===== src/rtl/vram_arbiter.sv =====
// vram_arbiter
//   Shares the single VRAM port among NUM_REQ masters (0 = display refill,
//   1 = fragment shader, 2 = host/cmd). Master 0 has priority, but once it
//   has taken PRIO_BURST grants in a row while others wait, one of the other
//   masters is served. Masters 1..NUM_REQ-1 rotate round-robin.
//
// Ports
//   clk, reset_n_i        clock, synchronous active-low reset
//   req_sel_i/wr/addr/data/mask  per-master request bundle (packed, master k
//                         at slice k); sel is held until the master's ack
//   req_ack_o             one-cycle ack to the granted master only
//   req_data_o            read data broadcast (passthrough of vram_data_in_i)
//   grant_o               one-hot owner of the current transaction
//   busy_o                high while a transaction is in GRANT/RELEASE
//   vram_sel_o/wr/addr/data_out/mask  registered downstream request
//   vram_ack_i, vram_data_in_i        downstream ack and read data
module vram_arbiter #(
  parameter int NUM_REQ    = 3,
  parameter int ADDR_W     = 32,
  parameter int DATA_W     = 16,
  parameter int PRIO_BURST = 4
) (
  input  logic                      clk,
  input  logic                      reset_n_i,
  input  logic [NUM_REQ-1:0]        req_sel_i,
  input  logic [NUM_REQ-1:0]        req_wr_i,
  input  logic [NUM_REQ*ADDR_W-1:0] req_addr_i,
  input  logic [NUM_REQ*DATA_W-1:0] req_data_i,
  input  logic [NUM_REQ*4-1:0]      req_mask_i,
  output logic [NUM_REQ-1:0]        req_ack_o,
  output logic [DATA_W-1:0]         req_data_o,
  output logic [NUM_REQ-1:0]        grant_o,
  output logic                      busy_o,
  output logic                      vram_sel_o,
  output logic                      vram_wr_o,
  output logic [ADDR_W-1:0]         vram_addr_o,
  output logic [DATA_W-1:0]         vram_data_out_o,
  output logic [3:0]                vram_mask_o,
  input  logic                      vram_ack_i,
  input  logic [DATA_W-1:0]         vram_data_in_i
);

  localparam int IDX_W = $clog2(NUM_REQ);
  localparam int BC_W  = $clog2(PRIO_BURST + 1);

  localparam logic [IDX_W-1:0] RR_FIRST  = IDX_W'(1);
  localparam logic [IDX_W-1:0] RR_LAST   = IDX_W'(NUM_REQ - 1);
  localparam logic [BC_W-1:0]  BURST_MAX = BC_W'(PRIO_BURST);

  typedef enum logic [1:0] {
    IDLE    = 2'd0,
    GRANT   = 2'd1,
    RELEASE = 2'd2
  } state_t;

  state_t              state, next_state;
  logic [IDX_W-1:0]    rr_ptr, next_rr_ptr;
  logic [BC_W-1:0]     burst_cnt, next_burst_cnt;
  logic                abort_q, next_abort;
  logic                next_sel, next_wr, next_busy;
  logic [ADDR_W-1:0]   next_addr;
  logic [DATA_W-1:0]   next_data;
  logic [3:0]          next_mask;
  logic [NUM_REQ-1:0]  next_grant;

  // Round-robin search among masters 1..NUM_REQ-1 starting at rr_ptr
  logic                rr_found;
  logic [NUM_REQ-1:0]  rr_oh;
  logic [IDX_W-1:0]    rr_win;
  logic                other_pend;
  logic [NUM_REQ-1:0]  win_oh;

  always_comb begin
    int unsigned ptr32;
    int unsigned idx;
    ptr32    = 32'(rr_ptr);
    idx      = 0;
    rr_found = 1'b0;
    rr_oh    = '0;
    rr_win   = rr_ptr;
    for (int unsigned i = 0; i < NUM_REQ - 1; i++) begin
      idx = ((ptr32 - 1 + i) % (NUM_REQ - 1)) + 1;
      if (!rr_found && req_sel_i[idx]) begin
        rr_found   = 1'b1;
        rr_oh[idx] = 1'b1;
        rr_win     = idx[IDX_W-1:0];
      end
    end
  end

  assign other_pend = |req_sel_i[NUM_REQ-1:1];

  always_comb begin
    next_state     = state;
    next_rr_ptr    = rr_ptr;
    next_burst_cnt = burst_cnt;
    next_abort     = abort_q;
    next_sel       = vram_sel_o;
    next_wr        = vram_wr_o;
    next_addr      = vram_addr_o;
    next_data      = vram_data_out_o;
    next_mask      = vram_mask_o;
    next_grant     = grant_o;
    win_oh         = '0;

    unique case (state)
      IDLE: begin
        if (req_sel_i == '0) begin
          next_burst_cnt = '0;
        end else begin
          if (req_sel_i[0] && (burst_cnt < BURST_MAX || !other_pend)) begin
            win_oh[0] = 1'b1;
            // Saturate: with no competition master 0 may run indefinitely
            if (burst_cnt < BURST_MAX) next_burst_cnt = burst_cnt + BC_W'(1);
          end else begin
            win_oh         = rr_oh;
            next_rr_ptr    = (rr_win == RR_LAST) ? RR_FIRST : rr_win + IDX_W'(1);
            next_burst_cnt = '0;
          end
          for (int unsigned k = 0; k < NUM_REQ; k++) begin
            if (win_oh[k]) begin
              next_wr   = req_wr_i[k];
              next_addr = req_addr_i[k*ADDR_W +: ADDR_W];
              next_data = req_data_i[k*DATA_W +: DATA_W];
              next_mask = req_mask_i[k*4 +: 4];
            end
          end
          next_sel   = 1'b1;
          next_grant = win_oh;
          next_abort = 1'b0;
          next_state = GRANT;
        end
      end

      GRANT: begin
        // Owner dropped its request: let the access finish but withhold its ack
        if ((req_sel_i & grant_o) == '0) next_abort = 1'b1;
        if (vram_ack_i) begin
          next_sel   = 1'b0;
          next_wr    = 1'b0;
          next_state = RELEASE;
        end
      end

      RELEASE: begin
        next_grant = '0;
        next_abort = 1'b0;
        next_state = IDLE;
      end

      default: begin
        next_sel   = 1'b0;
        next_wr    = 1'b0;
        next_grant = '0;
        next_state = IDLE;
      end
    endcase

    next_busy = (next_state != IDLE);
  end

  always_ff @(posedge clk) begin
    if (!reset_n_i) begin
      state           <= IDLE;
      rr_ptr          <= RR_FIRST;
      burst_cnt       <= '0;
      abort_q         <= 1'b0;
      vram_sel_o      <= 1'b0;
      vram_wr_o       <= 1'b0;
      vram_addr_o     <= '0;
      vram_data_out_o <= '0;
      vram_mask_o     <= '1;
      grant_o         <= '0;
      busy_o          <= 1'b0;
    end else begin
      state           <= next_state;
      rr_ptr          <= next_rr_ptr;
      burst_cnt       <= next_burst_cnt;
      abort_q         <= next_abort;
      vram_sel_o      <= next_sel;
      vram_wr_o       <= next_wr;
      vram_addr_o     <= next_addr;
      vram_data_out_o <= next_data;
      vram_mask_o     <= next_mask;
      grant_o         <= next_grant;
      busy_o          <= next_busy;
    end
  end

  // The abort flag is registered, so also gate with the live request to
  // cover a master dropping sel in the very cycle the ack arrives.
  assign req_ack_o  = (state == GRANT && vram_ack_i && !abort_q) ? (grant_o & req_sel_i) : '0;
  assign req_data_o = vram_data_in_i;

endmodule

===== config.mk =====
export PLATFORM = sky130hd
export DESIGN_NAME = vram_arbiter
export DESIGN_NICKNAME = d
export VERILOG_FILES = /design/src/rtl/vram_arbiter.sv
export SDC_FILE = /design/constraint.sdc
export NUM_CORES = 1
export LEC_CHECK = 0
export BUFFER_PORTS_ARGS = -buffer_cell sky130_fd_sc_hd__buf_4
export CORE_ASPECT_RATIO = 1.1
export CORE_UTILIZATION = 33
export CTS_CLUSTER_DIAMETER = 100
export DETAILED_ROUTE_END_ITERATION = 10
export GPL_TIMING_DRIVEN = 0
export PLACE_DENSITY = 0.77
export SLEW_MARGIN = 30
export SYNTH_ARGS = -nofsm -noshare
export SYNTH_HDL_FRONTEND = slang
export SYNTH_SLANG_ARGS = --single-unit
export TNS_END_PERCENT = 20

===== constraint.sdc =====
create_clock -name clk -period 1.93 [get_ports clk]
set_clock_uncertainty 0.2 [all_clocks]
set_input_delay 0.0965 -clock clk [delete_from_list [all_inputs] [get_ports clk]]
set_output_delay 0.0965 -clock clk [all_outputs]
set_load 0.1 [all_outputs]

==> reports/results.tsv, run 1 <==
metric	value	unit
run_status	did not finish	
last-stage-reached	clock tree synthesis (4_1_cts)	
tool.error	[ERROR RSZ-0060] Max buffer count reached.	
post_cts_hold_buffer_count	145	
clock_tree.htree_level_count	3	
synth.yosys.seq_area_share	38.9	%
post_cts.repair.setup_buffers	1	
ys_seq_elements	66	
cts-resized-gates	6	
yosysMostFrequentCell	dfxtp_1	
syn_area	3400	µm²
syn_inst	345	
synth.top_cell.area_share	38.9	%
biggest_area_consumer_among_synthesized_cells	dfxtp_1	
detailed_place.area	5380	µm²
postSynthAreaPerCell	9.85	µm²
dominantRegCellSynth	dfxtp_1	
gp_routability_congestion	0.825	
cts.root.buffer_cell	clkbuf_8	
num_io_pins	258	
die_w	98.8	µm
async_flop_share	0	%
hpwl	8940	µm
synth_top_cells_by_area	dfxtp_1 39%, mux2i_1 14%, a22oi_1 8.6%, o21ai_1 4.7%, buf_6 4.0%	
ys_warnings	0	
number_of_flops_mapped_to_enable_cells_by_yosys	0	
cts-root-to-sink-buffers	2	
port-buffer-count	240	
cts_buffers	9	
floorplan.initialDensity	34.2	%
die_y	108	µm
ys_types	48	
placementRows	38	
synth_common_cells	66 x dfxtp_1, 49 x mux2i_1, 39 x a22oi_1, 32 x o21ai_1, 19 x nand2_1	
clock_sink_count	66	
placed_cells	705	
postSynthNetCount	527	
==> per-stage QoR <==
| stage | util (%) | setup TNS, ns | setup slack [ns] |
|---|---|---|---|
| 2_1_floorplan | - | -0.163 | -0.0823 |
| 3_3_place_gp | 54.1 | 0 | 0.0110 |
| 3_5_place_dp | 54.1 | -0.136 | -0.0248 |
==> logic make-up after synthesis <==
group                    after synthesis  synth area share, %
AO/OA/AOI/OAI                        128                 27.2
flip-flops                            66                 38.9
AND/OR/NAND/NOR                       55                 8.69
multiplexers                          49                 14.4
buffers and inverters                 46                 10.4
adder cells (fa/ha/maj)                1                0.368
==> run 2: changes to the inputs <==
CORE_ASPECT_RATIO = default   (was 1.1)
CORE_UTILIZATION = 20   (was 33)
CTS_CLUSTER_DIAMETER = default   (was 100)
PLACE_DENSITY = default   (was 0.77)
PLACE_DENSITY_LB_ADDON = 0.15   (was default)
==> reports/results.tsv, run 2 <==
metric	value	unit	change
hold_violation_total_from_the_final_report	0		
critPathArrivalTime	1.95	ns	
synth.yosys.seq_area_share	38.9	%	unchanged
syn_inst	345		unchanged
port-buffer-count	240		unchanged
worst_hold_path.endpoint	abort_q		
fin_cells	982		
layout-drive-gt1-share	43.4	%	
setup.worst_path.class	flop to flop		
placed_cells	805		was 705
drv.max_cap_violation_count	0		
post-route-period-util	100	%	
grt_first_pass_wirelength	23400	µm	
area_taken_by_multi_input_logic_gates	1760	µm²	
gp_routability_congestion	0.788		was 0.825
detail_route.drc_violations	0		
ir_drop	0.000381	V	
grt_ovf	0		
grt_max_degree	11		
postSynthAreaPerCell	9.85	µm²	unchanged
switchingPower	2390	µW	
setup_slack	-0.00437	ns	
synth_top_cells_by_area	dfxtp_1 39%, mux2i_1 14%, a22oi_1 8.6%, o21ai_1 4.7%, buf_6 4.0%		unchanged
grt_setup_unrepaired	yes		
antenna_violations_before_repair	0		
largest_register_ff_count	32		
nets	939		
final.hold.worst_slack	0.0376	ns	
area_delta_synth_final	119	%	
rrSetupSlack	-0.004	ns	
critPathCaptureType	flop		
clockPowerShare	28.3	%	
worstHoldStart	req_sel_i[0]		
clock_sink_count	66		unchanged
postRouteWirelength	14900	µm	
slew_headroom	68.1	%	
tightest_slew	0.478	ns	
num_vias	4318		
async_flop_share	0	%	unchanged
run_status	finished with violations		was did not finish
die-area	17500	µm²	
power.static_leakage	0.00353	µW	
dr.pass1.iters	4		
number_of_flops_mapped_to_enable_cells_by_yosys	0		unchanged
crit_required	1.95	ns	
num_io_pins	258		unchanged
drt-initial-drc-count	120		
part_of_the_power_in_registers	27.6	%	
top_register	vram_addr_o		
timing.rr.start	state[1]		
startpoint_type	flop		
ys_seq_elements	66		unchanged
finalSetupViolations	1		
hold_path_class	input pin to flop		
clock.fmax	517	MHz	
setup_tns	-0.00437	ns	
tritoncts_clock_tree	yes		
grt.total_usage	17.0	%	
clock_tree.htree_level_count	3		unchanged
finalPower	5860	µW	
die_y	132	µm	was 108 µm
clkLatencyLatePin	0.33	ns	
timing.critical_path.fanout_max	10		
power_frac_comb	44.0	%	
register_clock_pin_slew_on_the_reported_worst_setup_and_hold_paths	0.06	ns	
finalInstanceArea	7450	µm²	
dominantRegCellSynth	dfxtp_1		unchanged
seqCellArea	1320	µm²	
cts-root-to-sink-buffers	2		unchanged
detailed_place.area	5500	µm²	was 5380 µm²
yosysMostFrequentCell	dfxtp_1		unchanged
syn_area	3400	µm²	unchanged
violations	setup timing		
netSwitchingFraction	40.8	%	
biggestRegsByFlops	vram_addr_o (32), vram_data_out_o (16), vram_mask_o (4)		
n_antenna_cell	0		
cts.root.buffer_cell	clkbuf_16		was clkbuf_8
ys_types	48		unchanged
placementRows	47		was 38
hpwl	9840	µm	was 8940 µm
placeableCoreArea	16600	µm²	
antenna_violating_nets_post_route	0		
wire_per_inst	15.2	µm	
ff2ff_path_depth	7		
filler_cell_count	1600		
layout.cells.most_common	buf_4		
postSynthNetCount	527		unchanged
cell_depth_of_the_worst_hold_path	4		
min_period	1.93	ns	
ys_warnings	0		unchanged
die_w	132	µm	was 98.8 µm
worst_r2r_endpoint	vram_addr_o[7]		
synth_common_cells	66 x dfxtp_1, 49 x mux2i_1, 39 x a22oi_1, 32 x o21ai_1, 19 x nand2_1		unchanged
grt_pass1_vias	4636		
avgViaCountPerCell	4.40		
power.internal	3470	µW	
maxSlewViolCount	0		
layout_common_cells	255 x buf_4, 160 x dlygate4sd3_1, 64 x dfxtp_1, 49 x mux2i_1, 39 x a22oi_1		
biggest_area_consumer_among_synthesized_cells	dfxtp_1		unchanged
synth.top_cell.area_share	38.9	%	unchanged
cts_buffers	9		unchanged
floorplan.initialDensity	20.5	%	was 34.2%
cellPowerDensity	787	nW/µm²	
run 2: cell counts after synthesis:
Identical to the previous run, type by type.
run 2: how the worst max path moves through the flow:
stage                                end          from  slack [ns]  cells after the start
after floorplan             req_ack_o[0]    grant_o[0]       -0.08                      2
after global placement    vram_addr_o[7]  burst_cnt[2]       -0.12                      6
after detailed placement  vram_addr_o[7]  burst_cnt[2]       -0.14                      6
after CTS                 vram_addr_o[7]      state[1]       -0.02                      7
after global routing      vram_addr_o[7]      state[1]       -0.09                      7
final                     vram_addr_o[7]      state[1]      -0.004                      7
run 2: worst max-delay path, cell delays in order (launching register included):
cell,delay (ns)
dfxtp_1,0.29
buf_2,0.16
nor2_2,0.40
a21oi_4,0.17
buf_6,0.19
buf_6,0.16
a22oi_1,0.14
o21ai_1,0.08
run 2: cell type report:
| type | instances | share of cell area (%) |
|---|---|---|
| buffer | 43 | 4.72 |
| clock buffer | 14 | 3.54 |
| clock inverter | 2 | 0.470 |
| inverter | 3 | 0.151 |
| multi-input combinational | 233 | 23.6 |
| sequential | 66 | 17.8 |
| tap | 220 | 3.69 |
| timing repair buffer | 401 | 46.1 |
run 2: cell families after synthesis:
| kind of cell | Yosys count | share of synthesized area, % |
|---|---|---|
| compound gates | 128 | 27.2 |
| fa+ha+maj | 1 | 0.368 |
| buf+inv | 46 | 10.4 |
| flops | 66 | 38.9 |
| mux | 49 | 14.4 |
| simple gates | 55 | 8.69 |
run 2: layer usage:
metal / global-route usage [%] / part of all wire (%) / vias up
met5: 0 / 0 / -
met4: 7.02 / 2.0 / 0
met3: 3.88 / 5.3 / 20
met2: 31.3 / 52 / 169
met1: 18.8 / 40 / 2021
li1: - / - / 2108
run 2: power by group through the flow:
stage          sequential [µW]  combinational (µW)  clock, µW
2_1_floorplan             2680                 594          0
3_3_place_gp              1640                2300          0
3_5_place_dp              1640                2310          0
4_1_cts                   1620                2580       1740
5_1_grt                   1640                2680       1780
6_report                  1620                2580       1660
run 2: stage by stage:
| stage | worst slack [ns] | util [%] |
|---|---|---|
| global placement | -0.121 | 33.2 |
| detailed placement | -0.143 | 33.2 |
| floorplan | -0.0823 | - |
| CTS | -0.0184 | 44.8 |
| finish | -0.00437 | 44.9 |
| global route | -0.0934 | 44.9 |
run 2: timing repair:
action,CTS,global route
hold endpoints to repair,60,0
hold buffers,160,0
setup endpoints to repair,45,38
pin swaps,1,0
buffers inserted,1,0
resized for setup,8,6
No activity file was read; power rests on OpenSTA's default activity.
